--- src/rtl/peripheral_mpram_biu_master.sv ---
// Burst master for the MPRAM TL slave: splits a command into beats, issues them on biu_*,
// and returns one response per beat through a small first-word-fall-through FIFO.
module peripheral_mpram_biu_master #(
  parameter int PLEN      = 64,
  parameter int XLEN      = 64,
  parameter int RSP_DEPTH = 4
) (
  input  logic            clk,
  input  logic            rst,

  input  logic            req_valid_i,
  output logic            req_ready_o,
  input  logic [PLEN-1:0] req_addr_i,
  input  logic            req_we_i,
  input  logic [3:0]      req_len_i,
  input  logic [2:0]      req_size_i,
  input  logic [2:0]      req_prot_i,
  input  logic            req_lock_i,

  input  logic            wdata_valid_i,
  output logic            wdata_ready_o,
  input  logic [XLEN-1:0] wdata_i,

  output logic            rsp_valid_o,
  input  logic            rsp_ready_i,
  output logic [XLEN-1:0] rsp_data_o,
  output logic            rsp_err_o,
  output logic            rsp_last_o,

  output logic            biu_stb_o,
  input  logic            biu_stb_ack_i,
  input  logic            biu_d_ack_i,
  output logic [PLEN-1:0] biu_adri_o,
  output logic [2:0]      biu_size_o,
  output logic [2:0]      biu_type_o,
  output logic [2:0]      biu_prot_o,
  output logic            biu_lock_o,
  output logic            biu_we_o,
  output logic [XLEN-1:0] biu_d_o,
  input  logic [XLEN-1:0] biu_q_i,
  input  logic            biu_ack_i,
  input  logic            biu_err_i,

  output logic            busy_o,
  output logic [1:0]      dbg_state_o
);

  // Handshakes: a transfer happens in a cycle where valid and ready are both high;
  // req/wdata/rsp follow that rule, and a biu beat is taken when biu_stb_o & biu_stb_ack_i.

  localparam int AW = (RSP_DEPTH > 1) ? $clog2(RSP_DEPTH) : 1;
  localparam int CW = AW + 1;

  typedef enum logic [1:0] {
    IDLE  = 2'd0,
    ISSUE = 2'd1,
    DRAIN = 2'd2
  } state_t;

  typedef struct packed {
    logic [XLEN-1:0] data;
    logic            err;
    logic            last;
  } rsp_t;

  state_t          state_q, state_d;
  logic [PLEN-1:0] addr_q, addr_d;
  logic            we_q, we_d;
  logic [3:0]      len_q, len_d;
  logic [2:0]      size_q, size_d;
  logic [2:0]      prot_q, prot_d;
  logic            lock_q, lock_d;
  logic [4:0]      issue_cnt_q, issue_cnt_d;
  logic [CW-1:0]   outst_q, outst_d;
  logic            abort_q, abort_d;

  rsp_t            mem_q [RSP_DEPTH];
  logic [AW-1:0]   wr_ptr_q, wr_ptr_d;
  logic [AW-1:0]   rd_ptr_q, rd_ptr_d;
  logic [CW-1:0]   count_q, count_d;

  logic            stb;
  logic            accept;
  logic            comp;
  logic            credit_ok;
  logic            push;
  logic            pop;
  rsp_t            push_ent;
  rsp_t            head;
  logic            unused_d_ack;

  assign unused_d_ack = biu_d_ack_i;

  always_comb begin
    state_d     = state_q;
    addr_d      = addr_q;
    we_d        = we_q;
    len_d       = len_q;
    size_d      = size_q;
    prot_d      = prot_q;
    lock_d      = lock_q;
    issue_cnt_d = issue_cnt_q;
    outst_d     = outst_q;
    abort_d     = abort_q;
    stb         = 1'b0;
    push_ent    = '0;

    // Outstanding beats plus queued responses may never exceed the FIFO size.
    credit_ok = ({1'b0, outst_q} + {1'b0, count_q}) < (CW+1)'(RSP_DEPTH);
    comp      = (biu_ack_i | biu_err_i) && (outst_q != '0);

    if (state_q == ISSUE) begin
      stb = (issue_cnt_q != 5'd0) && !abort_q && !biu_err_i && credit_ok &&
            (!we_q || wdata_valid_i);
    end
    accept = stb && biu_stb_ack_i;

    if (accept) begin
      addr_d      = addr_q + (PLEN'(1) << size_q);
      issue_cnt_d = issue_cnt_q - 5'd1;
    end
    if (comp && biu_err_i) begin
      abort_d = 1'b1;
    end
    outst_d = outst_q + CW'(accept) - CW'(comp);

    push          = comp;
    push_ent.data = we_q ? '0 : biu_q_i;
    push_ent.err  = biu_err_i;
    push_ent.last = (outst_d == '0) && ((issue_cnt_d == 5'd0) || abort_d);

    case (state_q)
      IDLE: begin
        if (req_valid_i) begin
          addr_d      = req_addr_i;
          we_d        = req_we_i;
          len_d       = req_len_i;
          size_d      = req_size_i;
          prot_d      = req_prot_i;
          lock_d      = req_lock_i;
          issue_cnt_d = {1'b0, req_len_i} + 5'd1;
          outst_d     = '0;
          abort_d     = 1'b0;
          state_d     = ISSUE;
        end
      end
      ISSUE: begin
        if ((issue_cnt_q == 5'd0) || abort_q) begin
          state_d = DRAIN;
        end
      end
      DRAIN: begin
        if (outst_q == '0) begin
          state_d = IDLE;
        end
      end
      default: state_d = IDLE;
    endcase
  end

  always_comb begin
    head     = mem_q[rd_ptr_q];
    pop      = (count_q != '0) && rsp_ready_i;
    wr_ptr_d = push ? wr_ptr_q + AW'(1) : wr_ptr_q;
    rd_ptr_d = pop  ? rd_ptr_q + AW'(1) : rd_ptr_q;
    count_d  = count_q + CW'(push) - CW'(pop);
  end

  always_ff @(posedge clk) begin
    if (rst) begin
      state_q     <= IDLE;
      addr_q      <= '0;
      we_q        <= 1'b0;
      len_q       <= 4'd0;
      size_q      <= 3'd0;
      prot_q      <= 3'd0;
      lock_q      <= 1'b0;
      issue_cnt_q <= 5'd0;
      outst_q     <= '0;
      abort_q     <= 1'b0;
      wr_ptr_q    <= '0;
      rd_ptr_q    <= '0;
      count_q     <= '0;
    end else begin
      state_q     <= state_d;
      addr_q      <= addr_d;
      we_q        <= we_d;
      len_q       <= len_d;
      size_q      <= size_d;
      prot_q      <= prot_d;
      lock_q      <= lock_d;
      issue_cnt_q <= issue_cnt_d;
      outst_q     <= outst_d;
      abort_q     <= abort_d;
      wr_ptr_q    <= wr_ptr_d;
      rd_ptr_q    <= rd_ptr_d;
      count_q     <= count_d;
    end
  end

  // Storage needs no reset: entries are only observed while count_q says they are valid.
  always_ff @(posedge clk) begin
    if (push && !rst) begin
      mem_q[wr_ptr_q] <= push_ent;
    end
  end

  assign req_ready_o   = (state_q == IDLE);
  assign busy_o        = (state_q != IDLE);
  assign dbg_state_o   = state_q;
  assign biu_stb_o     = stb;
  assign biu_adri_o    = addr_q;
  assign biu_size_o    = size_q;
  assign biu_prot_o    = prot_q;
  assign biu_lock_o    = lock_q;
  assign biu_we_o      = we_q;
  assign biu_type_o    = (len_q == 4'd0) ? 3'b000 : 3'b001;
  assign biu_d_o       = ((state_q == ISSUE) && we_q) ? wdata_i : '0;
  assign wdata_ready_o = accept && we_q;
  assign rsp_valid_o   = (count_q != '0);
  assign rsp_data_o    = rsp_valid_o ? head.data : '0;
  assign rsp_err_o     = rsp_valid_o && head.err;
  assign rsp_last_o    = rsp_valid_o && head.last;

endmodule
--- config.mk ---
export PLATFORM = sky130hd
export DESIGN_NAME = peripheral_mpram_biu_master
export DESIGN_NICKNAME = d
export VERILOG_FILES = /design/src/rtl/peripheral_mpram_biu_master.sv
export SDC_FILE = /design/constraint.sdc
export NUM_CORES = 1
export LEC_CHECK = 0
export BUFFER_PORTS_ARGS = -buffer_cell sky130_fd_sc_hd__buf_2
export CORE_MARGIN = 2
export CORE_UTILIZATION = 40
export DETAILED_ROUTE_END_ITERATION = 8
export GPL_ROUTABILITY_DRIVEN = 0
export SLEW_MARGIN = 20
export SYNTH_ARGS = -nofsm -noshare
export SYNTH_HDL_FRONTEND = slang
export SYNTH_SLANG_ARGS = --single-unit
export TNS_END_PERCENT = 10
--- constraint.sdc ---
create_clock -name clk -period 4.18 [get_ports clk]
set_input_delay 0.209 -clock clk [delete_from_list [all_inputs] [get_ports clk]]
set_output_delay 0.209 -clock clk [all_outputs]
set_load 0.02 [all_outputs]
==> results of run 1 <==
==> state kept, by name, indices dropped and copies added (netlist names), named ones only <==
register and cells:
biu_adri_o 64, abort_q 1, biu_we_o 1, count_q 3, wr_ptr_q 2, rd_ptr_q 2
biu_lock_o 1, outst_q 3, biu_size_o 3, mem_q 264, biu_prot_o 3, len_q 4
issue_cnt_q 5, dbg_state_o 2
==> cell type report <==
type                    count  area share [%]
inverters                  23          0.4112
flip-flops and latches    360           46.97
well taps                 525           3.129
diodes                      1         0.01192
repair buffers            524           14.64
clock buffers              48           4.875
clock inverters            23           1.114
multi-input cells         787           28.85
==> layer usage <==
layer | GRT usage [%] | vias up
met1 | 27.88 | 6007
met2 | 33.13 | 399
met4 | 5.332 | 2
met3 | 4.967 | 56
met5 | 0 | -
li1 | - | 5708
==> worst min-delay path by stage <==
stage                                 to  slack (ps)
after global placement    biu_adri_o[35]         430
after CTS                   mem_q[1][55]          20
final                       mem_q[3][52]          70
after detailed placement  biu_adri_o[18]         430
after floorplan           issue_cnt_q[0]         300
after global routing      biu_adri_o[13]          40
==> power groups by stage <==
stage / registers, mW / logic, mW / clock network [mW]
6_report: 4.55 / 3.33 / 3.41
5_1_grt: 4.61 / 3.63 / 3.63
4_1_cts: 4.56 / 3.38 / 3.51
3_5_place_dp: 4.64 / 3.31 / 0
3_3_place_gp: 4.62 / 3.29 / 0
2_1_floorplan: 4.56 / 2.21 / 0
==> kinds of logic (layout without fill, tap and decap cells) <==
kind of cell	Yosys count	in the layout	share of synthesized area, %
compound gates	143	143	6.392
xor+xnor	45	45	2.417
fa+ha+maj	23	23	1.903
buf+inv	111	618	2.632
flops	360	360	60.41
mux	68	68	9.246
other cells	1	3	0.02300
simple gates	506	506	16.98
==> layout by cell type, fill, tap and decap left out, types with 4 or more instances in the layout <==
cell type,count
buf_2,420
edfxtp_1,264
dfxtp_1,93
nor2_1,85
nand2_1,78
dlygate4sd3_1,76
and3_1,75
and2_1,72
mux4_2,66
nor2b_1,65
clkbuf_16,39
a311oi_1,30
a211oi_1,28
buf_4,28
a21oi_1,27
xor2_1,25
inv_1,23
nand4_1,23
nor3_1,22
o21ai_0,20
xnor2_1,20
nand3_1,20
ha_1,20
or3_1,17
nor4_1,14
clkinv_1,7
clkbuf_1,7
clkinv_2,7
or4_1,6
o211ai_1,6
a21o_1,5
and4_1,5
o2111ai_1,5
and2_4,4
o31ai_1,4
a22o_1,4
bufinv_16,4
==> stage by stage <==
stage	instance area, um2	hold slack, ps	instances	util, %	setup WS [ps]
floorplan	16310	304.6	1258	-	445.0
global placement	18970	427.6	2143	47.43	831.9
detailed placement	18970	429.7	2143	47.43	778.0
CTS	20990	24.53	2290	52.47	752.4
global route	20990	36.82	2290	52.47	490.9
finish	20990	71.99	2291	52.48	782.8
==> worst reg2reg max path, cell delays in order, from the launching register on <==
cell,delay (ps)
dfxtp_1,330
ha_1,290
or4_1,490
or4_4,500
nor3_4,160
xnor2_1,140
ha_1,160
inv_1,50
fa_1,370
xor2_1,160
xnor2_1,180
nand3b_1,100
a21oi_1,270
==> results by group, run 1 <==
Timing
  • RSZ-0062 raised after global routing: false
  • Max Clock Skew: 14.19 ps
  • Max-slew headroom: 30.19%
  • Fin crit share: 81.27%
  • Max Clk Rate: 294.4 MHz
  • # setup viols final: 0
  • Setup Total Neg Slack: 0 ps
  • Final Hold Fails: 0
  • Final Max Tran Viols: 0
  • Worst slew pin tran: 1047 ps
  • Min cycle time layout: 3397 ps

Worst hold path
  • Hold Path Cell Cnt: 2
  • Hold Path Origin: biu_q_i[50]
  • HP Class: input port to flip-flop

Critical path
  • CP top delay family: simple AND/OR/NAND/NOR gates
  • CP startpoint kind: flip-flop
  • Critical path class: flip-flop to flip-flop
  • Worst R2R Setup Slack: 780 ps
  • Crit-path cells: ha_1 > or4_1 > or4_4 > nor3_4 > xnor2_1 > ha_1 > inv_1 > fa_1 > xor2_1 > xnor2_1 > nand3b_1 > a21oi_1
  • CP max FO: 5
  • Critical Path Source: outst_q[2]
  • Critical path capture point type: flip-flop
  • Slowest cell on crit path: or4_1
  • Crit path depth: 12
  • WP buf/inv: 1
  • Reg2reg end: mem_q[0][0]
  • Largest stage delay on the critical path: 490 ps
  • Critical R2R Launch: outst_q[2]
  • End point of the critical path: mem_q[0][0]
  • Worst EP arrival: 3740 ps
  • Reg2Reg Depth: 12
  • Critical Path RT: 4520 ps

Detailed routing
  • Drt pass-1 iters: 5
  • DR WL/cell: 19.43 um
  • Routed Wire Length: 44.52 mm
  • Wire length on met1: 19.09 mm
  • DRT antenna net count: 0
  • Residual DRC: 0
  • DR vias/cell: 5.313
  • Via count: 12.17k
  • Met2 routed WL: 21.29 mm
  • Max layer used: met5
  • DR iter-0 viols: 720
  • Met3 wire length: 3.260 mm

Cells and area
  • Nets: 1,971
  • Layout cell share with drive strength beyond 1: 33.54%
  • Area of the multi-input gates: 6057 um2
  • Fillers: 3,512
  • Sequential Area: 9861 um2
  • P&R area growth vs syn: 28.75%

Clocking
  • Hold buffers post-CTS: 76
  • Clk buf depth: 3
  • CTS buffer count: 39
  • CTS tree: yes
  • Clk sinks: 360
  • Clk_lat worst skew: 550 ps
  • Post-CTS Setup Bufs: 0
  • Post-cts sizing count: 0
  • Root Buffer: clkbuf_16
  • H-tree depth: 2
  • Reg clk slew, reported paths: 60 ps

Yosys
  • Most common library cells after synthesis: 264 x edfxtp_1, 96 x dfxtp_1, 85 x nor2_1
  • Synth cell types: 58
  • Sequential fraction of the synthesis area: 60.41%
  • Cell taking the most area after synthesis: edfxtp_1
  • Post-Synthesis Cell Area: 16,310 um2
  • Post-synth EDFFs: 264
  • Async S/R FF share, synth: 0%
  • Synthesized area per cell: 12.97 um2
  • Most frequent cell after synthesis: edfxtp_1
  • Warnings from Yosys: 0
  • Mapped Cells: 1,257
  • Seq cells post-synth: 360
  • Dominant cells by area after synthesis: edfxtp_1 49%, dfxtp_1 12%, mux4_2 9.1%
  • Primary FF master, synth: edfxtp_1
  • Share of the synthesized area in the top cell type: 48.62%

GRT
  • Tot GR Track Use: 20.52%
  • Vias in the first global route: 11.90k
  • First-pass GRT wire length: 67.04 mm
  • Pin count of the biggest net entering global routing: 76
  • Number of antenna violations at the first check in global routing: 2
  • GRT overflow: 0

Power and ir drop
  • PwrDens: 537.6 nW/um2
  • Combinational share of power: 29.5%
  • P_int: 7.618 mW
  • Leak Pwr: 8.331 nW
  • Max VDD drop: 0.3145 mV
  • Sw Pwr: 3.668 mW
  • Clk pwr share: 30.2%
  • Sw Share: 32.50%
  • Pwr Total: 11.29 mW
  • Reg power frac: 40.3%

Placed design
  • HPWL Detailed: 29.36 mm
  • I/O Buffers: 421

Run
  • Max-cap viol count: 0

Status
  • Status: finished, final reports clean

Die
  • Die Area: 42,390 um2
  • Core ar.: 40,010 um2
  • Core Rows: 73
  • Die X-Extent: 205.9 um
  • Chip Height: 205.9 um
  • Initial core utilization: 40.76%
  • I/O pin total: 425
(Power assumes the default switching activity.)
==> run 2, diff against run 1 <==
==> constraint.sdc (replaced) <==
create_clock -name clk -period 3.3 [get_ports clk]
set_input_delay 0.165 -clock clk [delete_from_list [all_inputs] [get_ports clk]]
set_output_delay 0.165 -clock clk [all_outputs]
set_load 0.02 [all_outputs]
==> run 2 against run 1 <==
  * Count of clock-buffer cells in the layout increased by 2
  * Hold slack got worse by 38 ps
  * Flip-flop and latch count unchanged
  * Highest routed layer unchanged
==> results by group, run 2 (synthesis results as in run 1) <==
Clocking
  • Post-CTS Setup Bufs: 0
  • Reg clk slew, reported paths: 60 ps
  • H-tree depth: 2
  • Clk buf depth: 3
  • Clk_lat worst skew: 550 ps
  • Clk sinks: 360
  • CTS tree: yes
  • Root Buffer: clkbuf_16
  • CTS buffer count: 40

Cells and area
  • Commonest non-fill, non-tap cell in the layout: buf_2
  • Layout cell share with drive strength beyond 1: 34.08%
  • Most frequent cells in the layout: 420 x buf_2, 264 x edfxtp_1, 93 x dfxtp_1
  • Max FFs per register: 264
  • Largest register by flop count: mem_q
  • Final Cell Area: 21,190 um2
  • Final Non-Filler Cells: 2,304
  • Nets: 1,983
  • P&R area growth vs syn: 29.98%
  • Finished Core Util: 52.98%
  • Fillers: 3,468

Run
  • Max-cap viol count: 0

Detailed routing
  • Residual DRC: 0
  • DR iter-0 viols: 776
  • DR vias/cell: 5.316
  • Routed Wire Length: 45.70 mm
  • Drt pass-1 iters: 8
  • DR WL/cell: 19.84 um
  • Via count: 12.25k
  • DRT antenna net count: 0

Critical path
  • Critical path class: flip-flop to flip-flop
  • Critical R2R Launch: outst_q[2]
  • CP max FO: 4
  • Critical path capture point type: flip-flop
  • Slowest cell on crit path: or4_4
  • CP startpoint kind: flip-flop
  • Critical Path RT: 3670 ps
  • Worst R2R Setup Slack: 70 ps
  • Critical Path Source: outst_q[2]
  • Crit-path cells: ha_1 > or4_4 > or4_4 > nor3_4 > xnor2_1 > ha_1 > inv_1 > fa_1 > xor2_1 > xnor2_1 > nand3b_1 > a21oi_2
  • Largest stage delay on the critical path: 490 ps
  • Worst EP arrival: 3600 ps

GRT
  • First-pass GRT wire length: 67.72 mm
  • Tot GR Track Use: 20.79%
  • Number of antenna violations at the first check in global routing: 5
  • GRT overflow: 0
  • GR peak layer: met2
  • Met1 capacity usage during global routing: 29.89%
  • Pin count of the biggest net entering global routing: 72
  • Grt met3 use: 4.336%
  • Met2 global-route usage: 32.41%
  • Vias in the first global route: 11.68k

Timing
  • Max-slew headroom: 32.68%
  • WHS: 33.49 ps
  • Final Hold Fails: 0
  • RSZ-0062 raised after global routing: true
  • Setup Total Neg Slack: 0 ps
  • Setup ws final: 72.63 ps
  • Max Clk Rate: 309.9 MHz
  • Worst slew pin tran: 1010 ps
  • Min cycle time layout: 3227 ps
  • Fin crit share: 97.80%
  • Final Max Tran Viols: 0
  • Max Clock Skew: 16.71 ps
  • # setup viols final: 0

Die
  • Chip Height: 205.9 um
  • Die Area: 42,390 um2
  • Initial core utilization: 40.76%
  • I/O pin total: 425
  • Core Rows: 73
  • Die X-Extent: 205.9 um
  • Core ar.: 40,010 um2

Power and ir drop
  • Pwr Total: 14.57 mW
  • Leak Pwr: 8.435 nW
  • PwrDens: 687.3 nW/um2
  • Max VDD drop: 0.3601 mV

Placed design
  • HPWL Detailed: 31.07 mm
  • I/O Buffers: 421
  • Setup WS pre-CTS: -22.85 ps
  • Area after DPL: 19,100 um2
  • Dpl cells: 2,156

Worst hold path
  • Hold Path Origin: biu_q_i[24]
  • HP Class: input port to flip-flop

Status
  • Status: finished, final reports clean
run 2: cell count changes in the layout (fill, tap and decap cells not counted), sizes merged, moves of 2 or more:
cell         previous run  this run
clkinv                 14        16
dlygate4sd3            76        74
clkbuf                 48        50
clkinvlp                2         0
buf                   448       461
run 2: where the power goes:
group | switching [mW] | internal (mW) | total [mW]
clock | 1.78 | 2.70 | 4.48
combinational | 2.57 | 1.83 | 4.39
sequential | 0.321 | 5.37 | 5.69
total | 4.66 | 9.90 | 14.6
run 2: worst paths after layout:
path / endpoint / cells after the start
worst min register to register: len_q[1] / 2
worst max-delay path: mem_q[0][0] / 12
worst min-delay path: mem_q[2][26] / 2
worst max register to register: mem_q[0][0] / 12
run 2: per-layer routing:
metal	vias up	wire length, um
met3	56	3372
met1	6039	19720
li1	5725	-
met2	421	21810
met4	6	759
met5	-	40
run 2: critical path, delay by kind of cell (launching register included):
family,cells,cell delay [ps]
buffers and inverters,1,50
AOI/OAI and AO/OA,1,170
xor gates and xnor gates,3,490
and+or+nand+nor,4,1210
DFF,1,320
adders and majority gates,3,820
run 2: cell type report:
class	count	area, um2	area share [%]
diodes	1	2.502	0.01181
clock buffers	50	1070	5.048
clock inverters	23	256.5	1.210
inverters	23	86.33	0.4073
multi-input cells	787	6086	28.71
flip-flops and latches	360	9861	46.53
well taps	525	656.9	3.099
repair buffers	535	3176	14.98
run 2: timing repair:
action                                  in CTS  in global routing
endpoints found under the setup margin       6                 13
endpoints found under the hold margin       77                  0
pin swaps                                    1                  0
gates cloned                                 0                  0
hold buffers                                74                  0
gates resized for setup                      2                  2
==> run 3, diff against run 2 <==
--- a/config.mk
+++ b/config.mk
@@ -10,6 +10,7 @@
 export CORE_UTILIZATION = 40
 export DETAILED_ROUTE_END_ITERATION = 8
 export GPL_ROUTABILITY_DRIVEN = 0
+export REMOVE_ABC_BUFFERS = 1
 export SLEW_MARGIN = 20
 export SYNTH_ARGS = -nofsm -noshare
 export SYNTH_HDL_FRONTEND = slang
==> run 3 against run 2 <==
  * Final area is 1.2% higher
  * Routed wire length decreased by 0.47%
  * Die area did not move
  * Total power grew 0.63%
  * Largest cell class unchanged
  * Register-to-register slack is essentially flat
  * Clock skew rose by 4.1 ps
  * Combinational power about the same
==> results by group, run 3 (synthesis results as in run 1) <==
Status
  • Status: finished, final reports clean

Critical path
  • WP buf/inv: 1
  • Crit-path cells: ha_1 > or4_4 > or4_4 > nor3_4 > xnor2_1 > ha_1 > inv_1 > fa_1 > xor2_1 > xnor2_1 > nand3b_1 > a21oi_2
  • Reg2reg end: mem_q[1][0]
  • Largest stage delay on the critical path: 490 ps
  • Critical Path RT: 3680 ps
  • CP top delay family: simple AND/OR/NAND/NOR gates
  • Worst EP arrival: 3610 ps
  • Slowest cell on crit path: or4_4
  • Critical path capture point type: flip-flop
  • Critical path class: flip-flop to flip-flop
  • Worst R2R Setup Slack: 70 ps
  • CP max FO: 4
  • Critical R2R Launch: outst_q[2]
  • Reg2Reg Depth: 12
  • CP startpoint kind: flip-flop

Clocking
  • CTS tree: yes
  • Clk sinks: 360
  • H-tree depth: 2
  • CTS buffer count: 40
  • Clk buf depth: 3
  • Clk_lat worst skew: 560 ps
  • Reg clk slew, reported paths: 60 ps
  • Root Buffer: clkbuf_16

Cells and area
  • P&R area growth vs syn: 31.51%
  • Final Non-Filler Cells: 2,325
  • Most frequent cells in the layout: 421 x buf_2, 264 x edfxtp_1, 95 x dlygate4sd3_1
  • Nets: 2,002
  • Max FFs per register: 264
  • Final Cell Area: 21,440 um2
  • Finished Core Util: 53.60%
  • Largest register by flop count: mem_q
  • Commonest non-fill, non-tap cell in the layout: buf_2
  • Fillers: 3,474
  • Layout cell share with drive strength beyond 1: 33.95%

Power and ir drop
  • Combinational share of power: 30.1%
  • Sw Pwr: 4.740 mW
  • PwrDens: 683.5 nW/um2
  • Max VDD drop: 0.3577 mV
  • Sw Share: 32.34%
  • Leak Pwr: 8.516 nW
  • Pwr Total: 14.66 mW
  • Clk pwr share: 31.0%
  • P_int: 9.918 mW
  • Reg power frac: 38.8%

Placed design
  • Setup WS pre-CTS: -11.42 ps
  • Dpl cells: 2,153
  • I/O Buffers: 421
  • Area after DPL: 19,110 um2
  • HPWL Detailed: 30.48 mm

Detailed routing
  • DR WL/cell: 19.57 um
  • DRT antenna net count: 0
  • DR vias/cell: 5.247
  • Routed Wire Length: 45.49 mm
  • Residual DRC: 0
  • DR iter-0 viols: 751
  • Via count: 12.20k
  • Drt pass-1 iters: 5

Die
  • Initial core utilization: 40.76%
  • Core Rows: 73
  • Die X-Extent: 205.9 um
  • Chip Height: 205.9 um
  • Die Area: 42,390 um2
  • Core ar.: 40,010 um2
  • I/O pin total: 425

Timing
  • Setup ws final: 70.08 ps
  • Max Clk Rate: 309.6 MHz
  • Setup Total Neg Slack: 0 ps
  • Worst slew pin tran: 842.0 ps
  • Min cycle time layout: 3230 ps
  • Max Clock Skew: 20.76 ps
  • WHS: 33.16 ps
  • Max-slew headroom: 43.87%
  • Fin crit share: 97.88%
  • Final Hold Fails: 0
  • RSZ-0062 raised after global routing: true
  • # setup viols final: 0
  • Final Max Tran Viols: 0

Worst hold path
  • Hold Path Origin: biu_q_i[22]
  • HP Class: input port to flip-flop
  • Hold Path Cell Cnt: 2
  • Hold endpoint: mem_q[0][24]

GRT
  • Tot GR Track Use: 20.95%
  • Pin count of the biggest net entering global routing: 87
  • Vias in the first global route: 12.06k
  • GRT overflow: 0
  • Number of antenna violations at the first check in global routing: 2
  • First-pass GRT wire length: 68.26 mm

Run
  • Max-cap viol count: 0
[run 3: cell count changes in the layout (fill, tap and decap cells not counted), moves of 2 or more]
cell and change:
buf_12 +3, buf_4 -6, clkinv_1 -5, clkinv_2 +2, diode_2 +2, dlygate4sd3_1 +21
[run 3: layout make-up]
| type | count | area [um2] | share of cell area (%) |
|---|---|---|---|
| Multi-Input combinational cell | 787 | 6091 | 28.40 |
| Antenna cell | 3 | 7.507 | 0.03501 |
| Tap cell | 525 | 656.9 | 3.063 |
| Timing Repair Buffer | 554 | 3406 | 15.88 |
| Clock buffer | 48 | 1031 | 4.808 |
| Inverter | 23 | 86.33 | 0.4026 |
| Sequential cell | 360 | 9861 | 45.99 |
| Clock inverter | 25 | 304.0 | 1.418 |
[run 3: worst reg2reg max path, cell delays in order, from the launching register on]
cell and delay, ps:
dfxtp_1 310, ha_1 280, or4_4 490, or4_4 470, nor3_4 160, xnor2_1 140, ha_1 160, inv_1 50
fa_1 370, xor2_1 160, xnor2_1 180, nand3b_1 120, a21oi_2 170
[run 3: how the worst max path moves through the flow]
stage                           to  slack, ps      startpoint  cells past startpoint
global route           mem_q[3][0]        -90      outst_q[2]                     12
global placement       mem_q[1][0]         30      outst_q[2]                     12
finish                 mem_q[1][0]         70      outst_q[2]                     12
detailed placement     mem_q[0][0]        -10      outst_q[2]                     12
CTS                 biu_adri_o[59]        0.4      outst_q[2]                      8
floorplan              mem_q[0][0]      -1730  dbg_state_o[0]                     11
[run 3: what timing repair did]
action | CTS | global route
buffers inserted | 0 | 1
endpoints found under the hold margin | 140 | 0
pin swaps | 0 | 2
resized for setup | 1 | 5
setup endpoints to repair | 4 | 24
hold buffers | 95 | 0
[run 3: layer usage]
metal,wire length [um],track usage [%],vias up
li1,-,-,5757
met1,19380,27.55,6010
met2,22040,34.93,372
met3,3150,4.715,59
met4,904,5.867,2
met5,13,0,-
[run 3: power by group through the flow]
stage,logic [mW],registers (mW),clock network (mW)
after global placement,4.35,5.78,0
after floorplan,2.59,5.96,0
after detailed placement,4.37,5.79,0
after global routing,4.83,5.75,4.83
final,4.42,5.69,4.55
after CTS,4.49,5.70,4.66
